--- src/rtl/elastic_pkg.sv ---
// Shared types and defaults for the elastic stream reduction stage.
package elastic_pkg;

  localparam int DATA_W = 32;
  localparam int ACC_W  = 40;
  localparam int BEATS  = 4;

  typedef logic [DATA_W-1:0] data_t;
  typedef logic [15:0]       beat_cnt_t;

  // Index of the beat that closes a frame.
  function automatic beat_cnt_t last_beat(input int beats);
    return beat_cnt_t'(beats - 1);
  endfunction

endpackage

--- src/rtl/elastic_accum_if.sv ---
// Input word stream (t0_*) and frame-sum stream (i0_*) of the reduction stage.
interface elastic_accum_if #(
  parameter int DATA_W = elastic_pkg::DATA_W,
  parameter int ACC_W  = elastic_pkg::ACC_W
);

  logic [DATA_W-1:0] t0_data;
  logic              t0_valid;
  logic              t0_ready;
  logic [ACC_W-1:0]  i0_data;
  logic              i0_valid;
  logic              i0_ready;
  logic              i0_ovf;

  modport master (
    output t0_data, t0_valid, i0_ready,
    input  t0_ready, i0_data, i0_valid, i0_ovf
  );

  modport slave (
    input  t0_data, t0_valid, i0_ready,
    output t0_ready, i0_data, i0_valid, i0_ovf
  );

endinterface

--- src/rtl/elastic_accum.sv ---
// Sums every BEATS accepted words into one ACC_W-bit result and re-emits it on
// an elastic output, one accepted word per cycle with no bubbles.
module elastic_accum #(
  parameter int DATA_W = elastic_pkg::DATA_W,
  parameter int ACC_W  = elastic_pkg::ACC_W,
  parameter int BEATS  = elastic_pkg::BEATS
) (
  input  logic                   clk,
  input  logic                   rst,
  elastic_accum_if.slave         bus,
  output elastic_pkg::beat_cnt_t frame_cnt
);

  import elastic_pkg::beat_cnt_t;
  import elastic_pkg::last_beat;

  if (ACC_W < DATA_W) begin : g_bad_acc_w
    $error("elastic_accum: ACC_W must be >= DATA_W");
  end
  if (BEATS < 1 || BEATS > 65535) begin : g_bad_beats
    $error("elastic_accum: BEATS must be in 1..65535");
  end

  localparam int        SUM_W = ACC_W + 1;
  localparam beat_cnt_t LAST  = last_beat(BEATS);

  logic [ACC_W-1:0] acc;
  logic             ovf_acc;
  beat_cnt_t        beat_cnt;
  logic [ACC_W-1:0] res_data;
  logic             res_valid;
  logic             res_ovf;

  logic             final_beat;
  logic             acc_t;
  logic             acc_i;
  logic [SUM_W-1:0] sum;

  // One extra bit keeps the carry-out of the running add.
  assign sum        = SUM_W'(acc) + SUM_W'(bus.t0_data);
  assign final_beat = (beat_cnt == LAST);

  // Only the frame-closing beat can stall, and only while an untaken result
  // still occupies the output register.
  assign bus.t0_ready = ~rst & ~(final_beat & res_valid & ~bus.i0_ready);
  assign acc_t        = bus.t0_valid & bus.t0_ready;
  assign acc_i        = res_valid & bus.i0_ready;

  // NOTE: sequential state uses non-blocking assignments only, so every
  // register here samples the pre-edge values of all the others.
  always_ff @(posedge clk) begin
    if (rst) begin
      acc       <= '0;
      ovf_acc   <= 1'b0;
      beat_cnt  <= '0;
      res_data  <= '0;
      res_valid <= 1'b0;
      res_ovf   <= 1'b0;
      frame_cnt <= '0;
    end else begin
      if (acc_i) begin
        frame_cnt <= frame_cnt + 16'd1;
      end

      if (acc_t && final_beat) begin
        // A new result may overwrite one taken in this same cycle.
        res_data  <= sum[ACC_W-1:0];
        res_ovf   <= ovf_acc | sum[ACC_W];
        res_valid <= 1'b1;
        acc       <= '0;
        ovf_acc   <= 1'b0;
        beat_cnt  <= '0;
      end else begin
        if (acc_i) begin
          res_valid <= 1'b0;
        end
        if (acc_t) begin
          acc      <= sum[ACC_W-1:0];
          ovf_acc  <= ovf_acc | sum[ACC_W];
          beat_cnt <= beat_cnt + 16'd1;
        end
      end
    end
  end

  assign bus.i0_data  = res_data;
  assign bus.i0_valid = res_valid;
  assign bus.i0_ovf   = res_ovf;

endmodule
--- src/flat_wrapper.sv ---
// flat-port wrapper written by rule: the top's interface ports become plain ports
module elastic_accum_flat import elastic_pkg::beat_cnt_t; import elastic_pkg::last_beat;
#(
  parameter int DATA_W = elastic_pkg::DATA_W,
  parameter int ACC_W  = elastic_pkg::ACC_W,
  parameter int BEATS  = elastic_pkg::BEATS
)
  (clk, rst, frame_cnt, bus_t0_data, bus_t0_valid, bus_i0_ready, bus_t0_ready, bus_i0_data, bus_i0_valid, bus_i0_ovf);
  elastic_accum_if #(.DATA_W(DATA_W), .ACC_W(ACC_W)) bus_i ();
  input  logic clk;
  input  logic rst;
  output elastic_pkg::beat_cnt_t frame_cnt;
  input wire logic [$bits(bus_i.t0_data)-1:0] bus_t0_data;
  input wire logic [$bits(bus_i.t0_valid)-1:0] bus_t0_valid;
  input wire logic [$bits(bus_i.i0_ready)-1:0] bus_i0_ready;
  output wire logic [$bits(bus_i.t0_ready)-1:0] bus_t0_ready;
  output wire logic [$bits(bus_i.i0_data)-1:0] bus_i0_data;
  output wire logic [$bits(bus_i.i0_valid)-1:0] bus_i0_valid;
  output wire logic [$bits(bus_i.i0_ovf)-1:0] bus_i0_ovf;
  assign bus_i.t0_data = bus_t0_data;
  assign bus_i.t0_valid = bus_t0_valid;
  assign bus_i.i0_ready = bus_i0_ready;
  assign bus_t0_ready = bus_i.t0_ready;
  assign bus_i0_data = bus_i.i0_data;
  assign bus_i0_valid = bus_i.i0_valid;
  assign bus_i0_ovf = bus_i.i0_ovf;
  elastic_accum #(.DATA_W(DATA_W), .ACC_W(ACC_W), .BEATS(BEATS)) u_core (.clk(clk), .rst(rst), .bus(bus_i), .frame_cnt(frame_cnt));
endmodule
--- config.mk ---
export PLATFORM = sky130hd
export DESIGN_NAME = elastic_accum_flat
export DESIGN_NICKNAME = d
export VERILOG_FILES = /design/src/rtl/elastic_pkg.sv /design/src/rtl/elastic_accum_if.sv /design/src/rtl/elastic_accum.sv /design/src/flat_wrapper.sv
export SDC_FILE = /design/constraint.sdc
export NUM_CORES = 1
export LEC_CHECK = 0
export CORE_MARGIN = 1.5
export CORE_UTILIZATION = 59
export CTS_CLUSTER_DIAMETER = 40
export DETAILED_ROUTE_END_ITERATION = 8
export PLACE_DENSITY = 0.86
export SYNTH_ARGS = -nofsm -noshare
export SYNTH_HDL_FRONTEND = slang
export SYNTH_SLANG_ARGS = --single-unit
--- constraint.sdc ---
create_clock -name clk -period 8 [get_ports clk]
set_clock_uncertainty 0.15 [all_clocks]
set_input_delay 1.2 -clock clk [delete_from_list [all_inputs] [get_ports clk]]
set_output_delay 1.2 -clock clk [all_outputs]
set_load 0.01 [all_outputs]
## After elaboration in Yosys (flattened, before gate mapping)

Cells that the tools add are included.
Widths: inputs -> output; s select.

- Bits in read-only memories: 0
- RAM bits: 0
- Flip-flop bits (word level): 115
- Memories kept: 0
- Latch bits: 0

- Reductions and logical operators: 3
- Divide/modulo/power cells: 0
- Equality and inequality tests: 1
- Shifts and indexed selects: 0
- Multiplexer cells: 2
- Order comparisons: 0
- $mul: 0
- Bitwise operators: 9
- $add $sub $neg: 3

Operator list:

| kind | number |
|---|---|
| $add 40x32->41 | 1 |
| $add 16x1->16 const B | 2 |
| $eq 16x2->1 const B | 1 |
| $and 1x1->1 | 5 |
| $not 1->1 | 3 |
| $mux 1 | 2 |
| $reduce_bool 2->1 | 1 |
| $reduce_or 2->1 | 1 |
| $logic_and 1x1->1 | 1 |
| $or 1x1->1 | 1 |

## Longest topological paths before layout

Gate-level depths: netlist (run 1).

- Depth in word-level cells: 8
- Gate-level depth with buffers: 11
- Mapped depth without buffers: 10

## Least setup slack after synthesis (run 1)

Ideal clock, no wire load.

- Path kind: input-to-reg
- Start: input bus_t0_data[13]
- End: register u_core.res_data[36], in the netlist u_core.bus.i0_data[36]
- Library setup time: 0.095 ns
- Data arrival time: 3.530 ns
- Stages: 10
- Data required time: 7.755 ns
- Path buffers: 2
- Slack: 4.224 ns
- Cell sequence: ha_1 -> buf_2 -> nand2_1 -> or3b_1 -> a41o_1 -> o311a_1 -> o31a_1 -> buf_6 -> or4_1 -> o311ai_1

- Longest elaborated chain between the ends: 1

Ends and longest elaborated chain:

| what | RTL line | RTL |
|---|---|---|
| from (decl) | flat_wrapper.sv:13 | `input wire logic [$bits(bus_i.t0_data)-1:0] bus_t0_data;` |
| $add 40x32->41 | elastic_accum.sv:40 | `assign sum = SUM_W'(acc) + SUM_W'(bus.t0_data);` |
| to (signal assigned) | elastic_accum.sv:67 | `res_data <= sum[ACC_W-1:0];` |
| to (decl) | elastic_accum.sv:30 | `logic [ACC_W-1:0] res_data;` |

No other way between the ends.
A chain may end at the register's enable or synchronous reset.

## Final worst setup path (run 1)

- Start: input bus_t0_data[0]
- End: register u_core.res_ovf, in the netlist u_core.bus.i0_ovf

- Longest elaborated chain between the ends: 2

Ends and longest elaborated chain:

| what | RTL line | RTL |
|---|---|---|
| $add 40x32->41 | elastic_accum.sv:40 |  |
| $or 1x1->1 | elastic_accum.sv:68 | `res_ovf <= ovf_acc \| sum[ACC_W];` |
| to (signal assigned) | elastic_accum.sv:68 |  |
| to (decl) | elastic_accum.sv:32 | `logic res_ovf;` |

No other way between the ends.

==> results of run 1 <==
-- per-stage QoR --
stage	hold slack, ps	instance area, um2
after CTS	303	7940
after global placement	290	7360
after global routing	323	7940
after floorplan	279	6390
after detailed placement	295	7360
final	303	7940
-- sequential cells by signal, indices dropped and copies added (netlist names) --
| register | cells |
|---|---|
| u_core.acc | 40 |
| u_core.beat_cnt | 16 |
| u_core.bus.i0_data | 40 |
| u_core.bus.i0_ovf | 1 |
| u_core.bus.i0_valid | 1 |
| u_core.frame_cnt | 16 |
| u_core.ovf_acc | 1 |
-- placed cells by master, fill, tap and decap left out, drive strengths merged, types with 3 or more instances in the layout --
master / instances
o21ai: 40
nand2b: 5
xnor2: 19
o311ai: 3
nor4: 3
o21bai: 5
nor3b: 4
clkdlybuf4s50: 93
nor2: 62
nand4: 19
o31ai: 4
nand3b: 23
and4: 5
nor2b: 6
xor2: 28
ha: 34
clkinv: 6
nand2: 148
mux2i: 5
o211ai: 14
or3: 18
a21boi: 8
clkbuf: 21
a21oi: 74
bufinv: 3
and3: 11
dfxtp: 115
nor3: 6
a31oi: 5
a211o: 3
nand3: 25
buf: 8
or4: 3
inv: 12
and2: 4
a211oi: 6
a21o: 14
o21a: 4
-- worst register-to-register path: cells and delay by family, from the launching register on --
kind                     cells  cell delay [ps]
AO/OA/AOI/OAI                1               90
adder cells (fa/ha/maj)      1              300
buffers and inverters        2              790
flip-flops                   1              360
AND/OR/NAND/NOR              6             1900
-- cell type report --
cell class,count,area (um2)
clock buffer,21,439
tap,136,170
fill,747,2480
clock inverter,11,135
timing repair buffer,101,988
sequential,115,2300
inverter,12,45.0
multi-input combinational,635,3860
-- cell families after synthesis --
family                   Yosys count  synth area share (%)
AO/OA/AOI/OAI                    200                  19.8
flip-flops                       115                  36.0
multiplexers                       5                 0.783
adder cells (fa/ha/maj)           35                  6.97
AND/OR/NAND/NOR                  348                  26.2
XOR/XNOR                          47                  6.44
buffers and inverters             55                  3.83
-- final timing paths --
check / end / slack [ps] / cells after the start
min reg2reg: u_core.bus.i0_data[8]$_SDFFE_PP0P_ / 300 / 2
max: u_core.bus.i0_ovf$_SDFFE_PP0P_ / 3770 / 11
max reg2reg: u_core.acc[27]$_SDFFE_PP0N_ / 4270 / 10
min: u_core.bus.i0_data[8]$_SDFFE_PP0P_ / 300 / 2
-- routing by layer --
layer | wire (um) | share of wire [%]
met1 | 7050 | 42
met2 | 8130 | 48
met3 | 1360 | 8.0
met4 | 395 | 2.3
met5 | 0 | 0
-- power by group through the flow --
| stage | Clock [uW] | Sequential (uW) | Combinational, uW |
|---|---|---|---|
| finish | 743 | 594 | 216 |
| global route | 777 | 595 | 237 |
| CTS | 744 | 594 | 212 |
| detailed placement | 0 | 606 | 208 |
| global placement | 0 | 605 | 202 |
| floorplan | 0 | 604 | 155 |
==> run metrics, run 1 <==
status finished clean; CP Launch Point bus_t0_data[0]; hpwl dp between 10000 and 15000 um; drt wl/cell ~16 um; final core occ between 70% and 80%; sw frac 25.8%; share of the synthesized area in the top cell type a little over a third; CP dominant cell by count a41o_1; post-synth top area cell dfxtp_1; Setup CP Type in -> reg; most frequent cell after synthesis nand2_1; drt drc 0; post-synthesis sequential area ratio ~36%; Post-synth EDFFs 0; RSZ-0062 raised after global routing false; Clk Latency, worst-skew pair between 500 and 600 ps; die width 107 um; grt peak-use layer met2; drt total wl 16900 um; Total GRT Usage 30.3%; Die Ht 107 um; M2 GR Usage about half; Slowest cell on crit path o31ai_1; Int Pwr around 1200 uW; Synth area leaders dfxtp_1 (36%), nand2_1 (8.7%), ha_1 (6.7%); layout cell share with drive strength beyond 1 under 10%; TritonCTS Buffers 17; # setup viols final 0; row count 37; Vias approximately 6300; GR Util met3 under 10%; Synth async-reset ratio 0%; post_cts resized 0; period utilization around 53%; htree depth 4; power density cells ~200 nW/um2; Post-Syn Instances 805; crit path max fanout 7; core area 10400 um2; max-cap violation count 0; CTS Hold Bufs 0; initial DRC count 488; drt first pass iters 5; number of synthesized register bits roughly 120; Port Buf Inserts 94; Initial Util approximately three fifths; cells along the critical path clkdlybuf4s50_1 -> ha_1 -> fa_1 -> a21o_1 -> a41o_1 -> o211ai_1 -> a41o_1 -> o311a_1 -> o31ai_1 -> a31oi_1 -> o21ai_0; Comb pwr share 13.9%; antenna violations before repair 0; VDD IR-drop max about 0.11 mV; Seq pwr share 38.3%; TritonCTS clock tree built; GRT overflow 0; GR Util met1 37.3%; Diodes inserted 0; Post-synth top cells nand2_1 (148), dfxtp_1 (115), a21oi_1 (74); post-synth cell types 64; CP endpoint kind flop; ys flop type dfxtp_1; Avg Synthesized Cell Area between 7 and 8 um2; Slew headroom between 30% and 40%; WP data required ~8300 ps; Clk network pwr share 47.8%; worst r2r src u_core.beat_cnt[0]$_SDFFE_PP0N_; Syn-to-layout area delta 24.1%; synthesized area 6390 um2; vias per cell ~6; final weighted congestion in routability-driven placement between 0.9 and 1; Psw approximately 400 uW; Power, Total approximately 1600 uW; maximum buffer depth of the clock tree 2; Clock transition at path regs ~60 ps; Top Ports between 90 and 100; CTS Sinks 115; Critical Path Max Stage Delay just over 800 ps; Fmax ~240 MHz; total instance count after detailed placement roughly 1000; Final Hold Viols 0; Setup WS pre-CTS between 3000 and 4000 ps; vias in the first global route approximately 6000; critical path data arrival time roughly 4500 ps; Pins Over Slew Limit 0; Total Nets Final ~950; Mapped Nets a little under 900; setup tns final 0 ps; root buf cell clkbuf_8; delay-heaviest family, CP compound AO/OA/AOI/OAI gates; post-CTS setup buffers 0; Tightest Pin Transition 938 ps; Hold Path Class reg -> reg; Setup crit start kind primary input; WP buf/inv 1; min setup slack post-route between 3000 and 4000 ps; min-delay src u_core.bus.i0_data[8]$_SDFFE_PP0P_; Die ar. 11500 um2; ANT nets after route 0; first-pass GRT wire length 28000 um; Yosys warnings 0; min Tclk post-route around 4200 ps; Cell Count, Final, Fillers Out 1031; largest net degree at the start of global routing 62; P_leak ~0.0031 uW
(Power assumes the default switching activity.)
==> run 2, diff against run 1 <==
--- a/config.mk
+++ b/config.mk
@@ -6,10 +6,10 @@
 export NUM_CORES = 1
 export LEC_CHECK = 0
 export CORE_MARGIN = 1.5
-export CORE_UTILIZATION = 59
+export CORE_UTILIZATION = 55
 export CTS_CLUSTER_DIAMETER = 40
 export DETAILED_ROUTE_END_ITERATION = 8
-export PLACE_DENSITY = 0.86
+export PLACE_DENSITY = 0.81
 export SYNTH_ARGS = -nofsm -noshare
 export SYNTH_HDL_FRONTEND = slang
 export SYNTH_SLANG_ARGS = --single-unit
==> constraint.sdc (replaced) <==
create_clock -name clk -period 4.13 [get_ports clk]
set_clock_uncertainty 0.15 [all_clocks]
set_input_delay 0.6195 -clock clk [delete_from_list [all_inputs] [get_ports clk]]
set_output_delay 0.6195 -clock clk [all_outputs]
set_load 0.01 [all_outputs]
==> run 2 against run 1 <==
Against the previous run:
- combinational power increased by 96%
- sequential share of layout area shrank 0.45 points
- design area grew 1.6%
- global-route usage is 1.8 points lower
- sequential cell count unchanged
- power grew 110%
- critical path type unchanged
- largest cell class unchanged
- highest routed layer unchanged
==> run metrics, run 2 (same netlist as run 1, synthesis figures left out) <==
post_cts resized 0 (unchanged); Setup CP Type in -> reg; GRT overflow 0 (unchanged); Initial Util 56.2% (-5.1 points); Tightest Pin Transition 758 ps (-180 ps); vias in the first global route 6145 (+0.92%); ANT nets after route 0 (unchanged); P_leak 0.00317 uW (+1.9%); post-CTS setup buffers 0 (unchanged); power density cells 400 nW/um2 (+100%); VDD IR-drop max 0.311 mV (+180%); antenna violations before repair 0 (unchanged); die width 111 um (+3.5%); Syn-to-layout area delta 26.1%; Diodes inserted 0 (unchanged); RSZ-0062 raised after global routing false; cells along the critical path clkdlybuf4s50_1 -> ha_1 -> nand4_1 -> nor3_1 -> o211ai_1 -> a211oi_1 -> o2111ai_1 -> a2111oi_2 -> mux2i_1; CTS Sinks 115 (unchanged); Fmax roughly 270 MHz; core area 11400 um2 (+9.2%); largest net degree at the start of global routing 61 (-1.6%); Die Ht 111 um (+3.5%); Die ar. 12300 um2 (+7.1%); hpwl dp 11900 um (+5.6%); drt total wl 17300 um (+2.3%); initial DRC count 470 (-3.7%); Top Ports 95 (unchanged); final hold slack 301 ps (-2.20 ps); # setup viols final 0 (unchanged); Clock transition at path regs 50 ps (about the same); TritonCTS Buffers 17 (unchanged); Clk Latency, worst-skew pair 420 ps (-100 ps); TritonCTS clock tree built; Slew headroom 49.3% (+12 points); final weighted congestion in routability-driven placement 0.908 (+0.18%); Pins Over Slew Limit 0 (unchanged); drt drc 0 (unchanged); final core occ 70.9% (-5.3 points); period utilization roughly 90%; WP data required 4330 ps (-3970 ps); drt wl/cell 16.7 um (+1.4%); first-pass GRT wire length 28800 um (+3.0%); row count 39 (+5.4%); Vias 6284 (-0.016%); Critical Path Max Stage Delay 660 ps (-150 ps); maximum buffer depth of the clock tree 2 (unchanged); setup tns final 0 ps (unchanged); CTS Hold Bufs 0 (unchanged); Final Hold Viols 0 (unchanged); most frequent cells in the layout nand2_1 (148), dfxtp_1 (115), clkdlybuf4s50_1 (93); Port Buf Inserts 94 (unchanged); root buf cell clkbuf_16; Total GRT Usage 28.5% (-1.8 points); Setup crit start kind primary input; Total Nets Final 955 (+0.21%); Power, Total 3230 uW (+110%); Hold Path Class reg -> reg; critical path data arrival time 3910 ps (-620 ps); crit path max fanout 8 (+1); drt first pass iters 7 (+2); vias per cell 6.04 (-0.88%); min Tclk post-route approximately 3700 ps; commonest non-fill, non-tap cell in the layout nand2_1; htree depth 4 (unchanged); CP endpoint kind flop; Slowest cell on crit path a211oi_1; status finished clean; layout cell share with drive strength beyond 1 5.57% (+0.32 points); max-cap violation count 0 (unchanged)
==> run 2: layer usage <==
metal | up-vias | GRT usage [%] | routed length [um]
met1 | 2933 | 35.1 | 7410
met2 | 266 | 47.4 | 8270
met4 | 0 | 14.7 | 607
li1 | 3029 | - | -
met5 | - | 0 | 0
met3 | 56 | 5.47 | 1040
==> run 2: worst max-delay path: cells and delay by family <==
| kind | cells | cell delay [ps] |
|---|---|---|
| AOI/OAI and AO/OA | 4 | 1690 |
| and+or+nand+nor | 2 | 500 |
| adders and majority gates | 1 | 460 |
| muxes | 1 | 220 |
| buffers and inverters | 1 | 420 |
==> run 2: layout make-up <==
class	instances	area, um2
clock buffers	23	488
clock inverters	9	174
fillers	874	3310
inverters	12	45.0
multi-input cells	635	3860
flip-flops and latches	115	2300
well taps	143	179
repair buffers	103	1020
==> run 2: power breakdown <==
| group | internal, uW | leakage (uW) | switching (uW) |
|---|---|---|---|
| clock | 1130 | 0.000327 | 520 |
| combinational | 171 | 0.00191 | 253 |
| sequential | 1140 | 0.000930 | 15.2 |
==> run 2: through the flow <==
step	setup slack [ps]	instance area, um2	cells
5_1_grt	289	8060	1040
4_1_cts	590	8060	1040
6_report	417	8060	1040
2_1_floorplan	935	6390	805
3_5_place_dp	175	7400	1008
3_3_place_gp	291	7400	1008
==> run 2: path summary, 6_finish.rpt <==
kind / end / slack (ps) / cells past startpoint / startpoint
worst max register to register: u_core.acc[37]$_SDFFE_PP0N_ / 740 / 8 / u_core.acc[16]$_SDFFE_PP0N_
worst max-delay path: u_core.acc[37]$_SDFFE_PP0N_ / 420 / 9 / bus_t0_data[16]
worst min register to register: u_core.bus.i0_data[32]$_SDFFE_PP0P_ / 300 / 2 / u_core.bus.i0_data[32]$_SDFFE_PP0P_
worst min-delay path: u_core.bus.i0_data[32]$_SDFFE_PP0P_ / 300 / 2 / u_core.bus.i0_data[32]$_SDFFE_PP0P_
